<file path="config.mk">
export PLATFORM = sky130hd
export DESIGN_NAME = digit_scan_sequencer
export DESIGN_NICKNAME = d
export VERILOG_FILES = /design/src/rtl/scan_pkg.sv /design/src/rtl/next_digit_pick.sv /design/src/rtl/digit_scan_sequencer.sv
export SDC_FILE = /design/constraint.sdc
export NUM_CORES = 1
export LEC_CHECK = 0
export CORE_UTILIZATION = 55
export CTS_CLUSTER_DIAMETER = 40
export CTS_CLUSTER_SIZE = 12
export DETAILED_ROUTE_END_ITERATION = 16
export GPL_TIMING_DRIVEN = 1
export HOLD_SLACK_MARGIN = 0.02
export MAX_ROUTING_LAYER = met4
export PLACE_DENSITY = 0.77
export SLEW_MARGIN = 25
export SYNTH_ARGS = -nofsm -noshare
export SYNTH_HDL_FRONTEND = slang
export SYNTH_SLANG_ARGS = --single-unit
</file>
<file path="constraint.sdc">
create_clock -name clk -period 2.4 [get_ports clk]
set_clock_uncertainty 0.05 [all_clocks]
set_input_delay 0.36 -clock clk [delete_from_list [all_inputs] [get_ports clk]]
set_output_delay 0.36 -clock clk [all_outputs]
set_load 0.005 [all_outputs]
</file>
<file path="src/rtl/scan_pkg.sv">
`default_nettype none
// ============================================================================
// Module   : scan_pkg
// Brief    : Shared state encoding and select bit-order helper for digit scan.
// Revision : 1.0
// ============================================================================
package scan_pkg;

    typedef enum logic [1:0] {
        ST_IDLE  = 2'd0,
        ST_BLANK = 2'd1,
        ST_ON    = 2'd2
    } scan_state_t;

    localparam int c_NUM_DIGITS = 4;

    // With swap set, decoder line D[k] fires for digit k; the segment mux
    // must apply the same ordering.
    function automatic logic [1:0] sel_order(input logic [1:0] idx, input logic swap);
        return swap ? {idx[0], idx[1]} : idx;
    endfunction

endpackage
`default_nettype wire

</file>
<file path="src/rtl/next_digit_pick.sv">
`default_nettype none
// ============================================================================
// Module   : next_digit_pick
// Brief    : 4-bit circular priority picker: next set mask bit after idx.
// Revision : 1.0
// ============================================================================
module next_digit_pick (
    input  logic [3:0] mask,
    input  logic [1:0] idx,
    output logic [1:0] next_idx,
    output logic       wrap,
    output logic       found
);

    logic [1:0] w_cand;

    // Scan distances 4 down to 1 so the nearest set bit is written last;
    // distance 4 is idx itself, covering the single-digit case.
    always_comb begin
        next_idx = idx;
        found    = 1'b0;
        w_cand   = idx;
        for (int k = 4; k >= 1; k--) begin
            w_cand = idx + k[1:0];
            if (mask[w_cand]) begin
                next_idx = w_cand;
                found    = 1'b1;
            end
        end
        wrap = found && (next_idx <= idx);
    end

endmodule
`default_nettype wire

</file>
<file path="src/rtl/digit_scan_sequencer.sv">
`default_nettype none
// ============================================================================
// Module   : digit_scan_sequencer
// Brief    : Round-robin 4-digit scan with per-slot blanking for a 2:4 decoder.
// Revision : 1.0
// ============================================================================
module digit_scan_sequencer
    import scan_pkg::*;
#(
    parameter int TICK_DIV = 8,
    parameter int BLANK    = 2,
    parameter bit SEL_SWAP = 1'b1
) (
    input  logic       clk,
    input  logic       rst_n,
    input  logic       run,
    input  logic [3:0] mask,
    output logic [1:0] sel,
    output logic       en,
    output logic [1:0] digit,
    output logic       frame_done
);

    localparam logic [15:0] c_TICK_LAST  = 16'(TICK_DIV - 1);
    localparam logic [15:0] c_BLANK_LAST = 16'(BLANK - 1);

    scan_state_t r_state;
    scan_state_t w_state_nxt;
    logic [15:0] r_cnt;
    logic [15:0] w_cnt_nxt;
    logic [1:0]  r_idx;
    logic [1:0]  w_idx_nxt;
    logic        w_fd_nxt;
    logic        r_en;
    logic [1:0]  r_sel;
    logic        r_fd;

    logic [1:0]  w_pick_from;
    logic [1:0]  w_pick_idx;
    logic        w_pick_wrap;
    logic        w_pick_found;

    // Searching from index 3 yields the lowest set bit, so one picker serves
    // both the start-of-scan and the end-of-slot cases.
    assign w_pick_from = (r_state == ST_IDLE) ? 2'd3 : r_idx;

    next_digit_pick u_pick (
        .mask     (mask),
        .idx      (w_pick_from),
        .next_idx (w_pick_idx),
        .wrap     (w_pick_wrap),
        .found    (w_pick_found)
    );

    always_comb begin
        w_state_nxt = r_state;
        w_cnt_nxt   = r_cnt;
        w_idx_nxt   = r_idx;
        w_fd_nxt    = 1'b0;
        case (r_state)
            ST_IDLE: begin
                w_cnt_nxt = 16'd0;
                if (run && w_pick_found) begin
                    w_state_nxt = ST_BLANK;
                    w_idx_nxt   = w_pick_idx;
                end
            end
            ST_BLANK: begin
                if (!run) begin
                    w_state_nxt = ST_IDLE;
                    w_cnt_nxt   = 16'd0;
                end else begin
                    w_cnt_nxt = r_cnt + 16'd1;
                    if (r_cnt == c_BLANK_LAST) begin
                        w_state_nxt = ST_ON;
                    end
                end
            end
            ST_ON: begin
                if (!run) begin
                    w_state_nxt = ST_IDLE;
                    w_cnt_nxt   = 16'd0;
                end else if (r_cnt == c_TICK_LAST) begin
                    w_cnt_nxt = 16'd0;
                    if (w_pick_found) begin
                        w_state_nxt = ST_BLANK;
                        w_idx_nxt   = w_pick_idx;
                        w_fd_nxt    = w_pick_wrap;
                    end else begin
                        w_state_nxt = ST_IDLE;
                    end
                end else begin
                    w_cnt_nxt = r_cnt + 16'd1;
                end
            end
            default: begin
                w_state_nxt = ST_IDLE;
                w_cnt_nxt   = 16'd0;
            end
        endcase
    end

    // Outputs are registered from next-state values so they line up with the
    // state they describe without any input-to-output path.
    always_ff @(posedge clk) begin
        if (!rst_n) begin
            r_state <= ST_IDLE;
            r_cnt   <= 16'd0;
            r_idx   <= 2'd0;
            r_en    <= 1'b0;
            r_sel   <= 2'd0;
            r_fd    <= 1'b0;
        end else begin
            r_state <= w_state_nxt;
            r_cnt   <= w_cnt_nxt;
            r_idx   <= w_idx_nxt;
            r_en    <= (w_state_nxt == ST_ON);
            r_sel   <= sel_order(w_idx_nxt, SEL_SWAP);
            r_fd    <= w_fd_nxt;
        end
    end

    assign sel        = r_sel;
    assign en         = r_en;
    assign digit      = r_idx;
    assign frame_done = r_fd;

endmodule
`default_nettype wire

</file>
Word-level counts from Yosys, hierarchy flattened --
Index checks and enable logic that the tools add are counted.
Cells by class: add/sub/neg operators 4, order comparisons 5, eq/ne operators 5, multiplexer cells 32, reduce and logical (&&, ||, !) cells 4
Operator list (number):
- 2-to-1 mux 16 bit | 3
- case mux 16 bit (2 select lines) | 1
- 2-to-1 mux 2 bit | 13
- adder 16 x 1 -> 16 bit (second input constant) | 1
- equality test 16 x 1 -> 1 bit (second input constant) | 1
- equality test 16 x 3 -> 1 bit (second input constant) | 1
- less-than comparator 2 x 3 -> 1 bit (second input constant) | 4
- 2-to-1 mux 1 bit | 9
- binary-select mux 1 bit (select 2 bit) | 4
- case mux 2 bit (3 select lines) | 1
- AND reduction 5 bit | 1
- adder 2 bit (second input constant) | 2
- equality test 2 bit (second input constant) | 2
- case mux 2 bit (2 select lines) | 1
- adder 2 x 1 -> 2 bit (second input constant) | 1
- equality test 2 x 1 -> 1 bit (second input constant) | 1
- less-or-equal comparator 2 bit | 1
- logical AND 1 bit | 2
- logical NOT 2 bit | 1
Storage, ports and cells: flip-flop bits (word level) 24, bits of input ports 7, output and inout bits 6, word-level logic and storage cells 56

Depth between registers and ports, before layout --
depth in word-level cells 13, mapped depth 9, gate-level depth less buffers 8

Modules after synthesis --
Synthesis repeated with hierarchy kept, for this count alone.
Second synthesis, totals: cells, all modules 150, area, all modules 1290.0 sq um
Modules (own cells, without submodules):
- digit_scan_sequencer | times used 1, cells an instance 127, area an instance 1157.4 sq um, seq. area each 440.4 sq um
- next_digit_pick | times used 1, cells an instance 23, area an instance 132.6 sq um, seq. area each 0.0 sq um

Worst setup path after synthesis --
Ideal clock, no wire load.
path kind reg-to-reg, start point register r_state[0], end point register r_fd, in the netlist frame_done, library setup time 0.103 ns, data arrival time 2.010 ns, data required time 2.247 ns, slack 0.236 ns, stages on the path, launching flop included 9, path buffers 1, period minus slack after synthesis 2.164 ns, path through dfxtp_1 -> inv_1 -> ha_1 -> clkbuf_1 -> o32a_1 -> o22a_1 -> ha_1 -> a21o_1 -> a2111oi_2
On the way: longest elaborated chain between the ends 10
Ends and longest elaborated chain:
- from (decl) | line digit_scan_sequencer.sv:27 | scan_state_t r_state;
- from (signal assigned) | line digit_scan_sequencer.sv:114 | r_state <= w_state_nxt;
- logical NOT 2 bit | line digit_scan_sequencer.sv:45 | assign w_pick_from = (r_state == ST_IDLE) ? 2'd3 : r_idx;
- 2-to-1 mux 2 bit | line digit_scan_sequencer.sv:45
- adder 2 bit | line next_digit_pick.sv:24 | w_cand = idx + k[1:0];
- binary-select mux 1 bit (select 2 bit) | line next_digit_pick.sv:25 | if (mask[w_cand]) begin
- 2-to-1 mux 1 bit (implied by the code) | line next_digit_pick.sv:25
- 2-to-1 mux 2 bit (3 in series) | line next_digit_pick.sv:25
- less-or-equal comparator 2 bit | line next_digit_pick.sv:30 | wrap = found && (next_idx <= idx);
- logical AND 1 bit | line next_digit_pick.sv:30
- to (signal assigned) | line digit_scan_sequencer.sv:119 | r_fd <= w_fd_nxt;
- to (decl) | line digit_scan_sequencer.sv:36 | logic r_fd;
Several ways; a longest one is shown, not always the timed one. The select of a mux whose other input is x is not followed. A chain may end at the register's enable or synchronous reset.

Worst setup path in the final report --
Same ends and word-level chain as after synthesis.

==> run_results.csv <==
group,metric,value,unit
clock_tree,cts_hold_buf,0,
critical_path,r2r_start,"r_state[0]",
placed_design,gp_congestion,0.846,
critical_path,cp_cell_sequence,"inv_1 > ha_1 > o32a_1 > o22a_1 > ha_1 > a21o_1 > a2111oi_2",
critical_path,worstPathArrival,2370,ps
clock_tree,ctsResizeCount,0,
placed_design,hpwl,1900,um
critical_path,startpoint,"r_state[0]",
critical_path,crit_type,"flip-flop to flip-flop",
floorplanning,die_h,50.4,um
route,drt-wirelength-per-cell,12.6,um
outcome,status,"finished, final reports clean",
sta,period_minus_slack,2210,ps
route,drt-pass1-iter-count,4,
sta,finalCritPeriodShare,92.2,%
critical_path,worst_setup_path_end_kind,"flip-flop",
finish,synthToLayoutAreaGrowth,16.1,%
pwr,powerDensity,512,nW/um2
route,vias_per_cell,5.69,
logic_synthesis,synthDistinctLibCells,43,
finish,final_cell_mix,"nor2_1, dfxtp_1, nand2_1, clkdlybuf4s50_1, nand3_1",
sta,setup_violations,0,
pwr,vdd_drop_max,359,uV
floorplanning,initial_core_util,58.3,%
critical_path,crit_slowest_cell,"dfxtp_1",
finish,antennaDiodeCount,0,
sta,worst_pin_slew,478,ps
route,drc,0,
grt,grt_max_degree,17,
clock_tree,clk_latency,300,ps
finish,final_common_cell,"nor2_1",
clock_tree,ctsRootBufferMaster,"clkbuf_4",
critical_path,crit_end,"frame_done",
finish,final_util,67.7,%
floorplanning,dieArea,2540,um2
logic_synthesis,synth_cells,155,
route,ant_nets,0,
logic_synthesis,yosysSeqAreaShare,34.1,%
sta,maxSlewViolCount,0,
logic_synthesis,postSynthNetCount,169,
grt,antenna_found_initial,0,
min_path,min_path_type,"flip-flop to flip-flop",
sta,fmax,0.452,GHz
route,routed_wl,2470,um
sta,hold_violations,0,
critical_path,crit_path_max_incr_delay,440,ps
clock_tree,cts_inserted_buffers,3,
clock_tree,cts_tree,"built",
critical_path,r2r_cells,7,
critical_path,startpoint_type,"flip-flop",
grt,grtUsageTotal,24.4,%
grt,grt_overflow,0,
sta,final.setup.tns,0,ps
clock_tree,htreeDepth,1,
sta,slew_headroom,67.8,%
critical_path,r2r_slack,190,ps
floorplanning,die_x,50.4,um
clock_tree,clk_pin_slew,120,ps
clock_tree,post_cts_buffers,0,
run,drv_cap,0,
critical_path,critPathMostFrequentCell,"ha_1",
sta,rsz0062_at_grt,"no",
finish,layout.nets,184,
pwr,leakagePower,0.000528,uW
clock_tree,clock_sinks,22,
critical_path,r2r_end,"frame_done",
floorplanning,coreArea,2210,um2
finish,drive_above_1_share,7.69,%
placed_design,port_buffers,12,
floorplanning,top_level_ports,13,
grt,grt_pass1_vias,1068,
logic_synthesis,avgSynthCellArea,8.32,um2
floorplanning,rows,17,
finish,n_fill_cell,188,
logic_synthesis,yosysWarningCount,0,
critical_path,critPathMaxFanout,5,
logic_synthesis,synth_area,1290,um2
route,routed-via-count,1121,
critical_path,cp.required,2560,ps
route,drt_iter0_markers,23,
grt,grt_pass1_wl,4570,um
logic_synthesis,yosys_register_bits,22,
clock_tree,cts_buffer_depth,2,
==> Yosys cell counts, drive strengths merged <==
| cell | n | share of area [%] |
|---|---|---|
| o2111ai | 1 | 0.68 |
| ha | 7 | 6.8 |
| nand2b | 5 | 2.4 |
| o41a | 1 | 0.87 |
| xnor2 | 7 | 4.8 |
| a2111oi | 1 | 1.2 |
| and2 | 1 | 0.49 |
| o22ai | 2 | 0.97 |
| nand3 | 8 | 3.1 |
| clkbuf | 2 | 0.58 |
| o41ai | 1 | 0.68 |
| a21o | 1 | 0.58 |
| o21a | 1 | 0.58 |
| nor3 | 3 | 1.2 |
| o32a | 1 | 0.78 |
| o31ai | 1 | 0.58 |
| a221oi | 2 | 1.4 |
| mux2i | 1 | 0.78 |
| a41o | 1 | 0.78 |
| a211oi | 2 | 1.2 |
| or4 | 1 | 0.58 |
| xor2 | 7 | 4.8 |
| dfxtp | 22 | 34 |
| buf | 5 | 2.3 |
| nor3b | 1 | 0.58 |
| nor4 | 3 | 3.1 |
| nor2 | 28 | 8.1 |
| or4b | 2 | 1.6 |
| a21oi | 3 | 1.2 |
| nand2 | 13 | 3.8 |
| nor4bb | 1 | 0.78 |
| o21ai | 4 | 1.6 |
| o22a | 1 | 0.68 |
| inv | 7 | 2.0 |
| and4 | 1 | 0.78 |
| a21boi | 2 | 1.2 |
| a31o | 1 | 0.68 |
| nand4 | 3 | 1.5 |
| and3 | 1 | 0.49 |
==> registers in the layout (all words and copies together), names as in the netlist, named ones only <==
| register | cells |
|---|---|
| r_cnt | 16 |
| frame_done | 1 |
| en | 1 |
| r_state | 2 |
==> power by group <==
group | switching (uW) | internal, uW
logic | 49.6 | 55.9
registers | 11.6 | 370
clock network | 111 | 169
==> how the worst min path moves through the flow <==
stage,start,to,slack (ps),cells after the start
detailed placement,r_cnt[0],r_cnt[0],420,1
finish,r_cnt[0],r_cnt[0],440,1
global route,r_cnt[0],r_cnt[0],470,1
floorplan,r_cnt[0],r_cnt[0],390,1
global placement,r_cnt[0],r_cnt[0],410,1
CTS,r_cnt[0],r_cnt[0],450,1
==> stage by stage <==
stage                     area, um2  std cells  worst slack [ps]  power, uW  hold slack, ps
after floorplan                1290        155               236        452             395
after global placement         1450        193               146        491             409
after global routing           1500        197              50.8        806             473
after detailed placement       1450        193              62.4        495             420
after CTS                      1500        197               177        772             448
final                          1500        197               187        767             440
==> worst max-delay path: cells and delay by family, from the launching register on <==
family,cells,cell delay [ps]
AO/OA/AOI/OAI,4,990
flip-flops,1,440
adder cells (fa/ha/maj),2,550
buffers and inverters,1,90
==> routing by layer <==
metal  vias up  share of wire [%]  routed length, um  track usage [%]
met5         -                  0                  0                -
met4         0               0.69                 17             8.80
met3         2                3.5                 86             3.94
met2        30                 47               1160             38.9
met1       518                 49               1210             31.1
li1        571                  -                  -                -
==> layout make-up <==
| type | instances | area (um2) | area share (%) |
|---|---|---|---|
| multi-input combinational | 119 | 786 | 52.5 |
| sequential | 22 | 440 | 29.4 |
| timing repair buffer | 17 | 158 | 10.5 |
| clock buffer | 3 | 22.5 | 1.50 |
| inverter | 7 | 26.3 | 1.75 |
| tap | 28 | 35.0 | 2.34 |
| clock inverter | 1 | 30.0 | 2.01 |
==> cell families after synthesis <==
group | share of synthesized area, %
simple gates | 28.4
compound gates | 15.4
flops | 34.1
xor+xnor | 9.51
buf+inv | 4.95
fa+ha+maj | 6.79
mux | 0.776
Power figures use the tool's default switching activity.
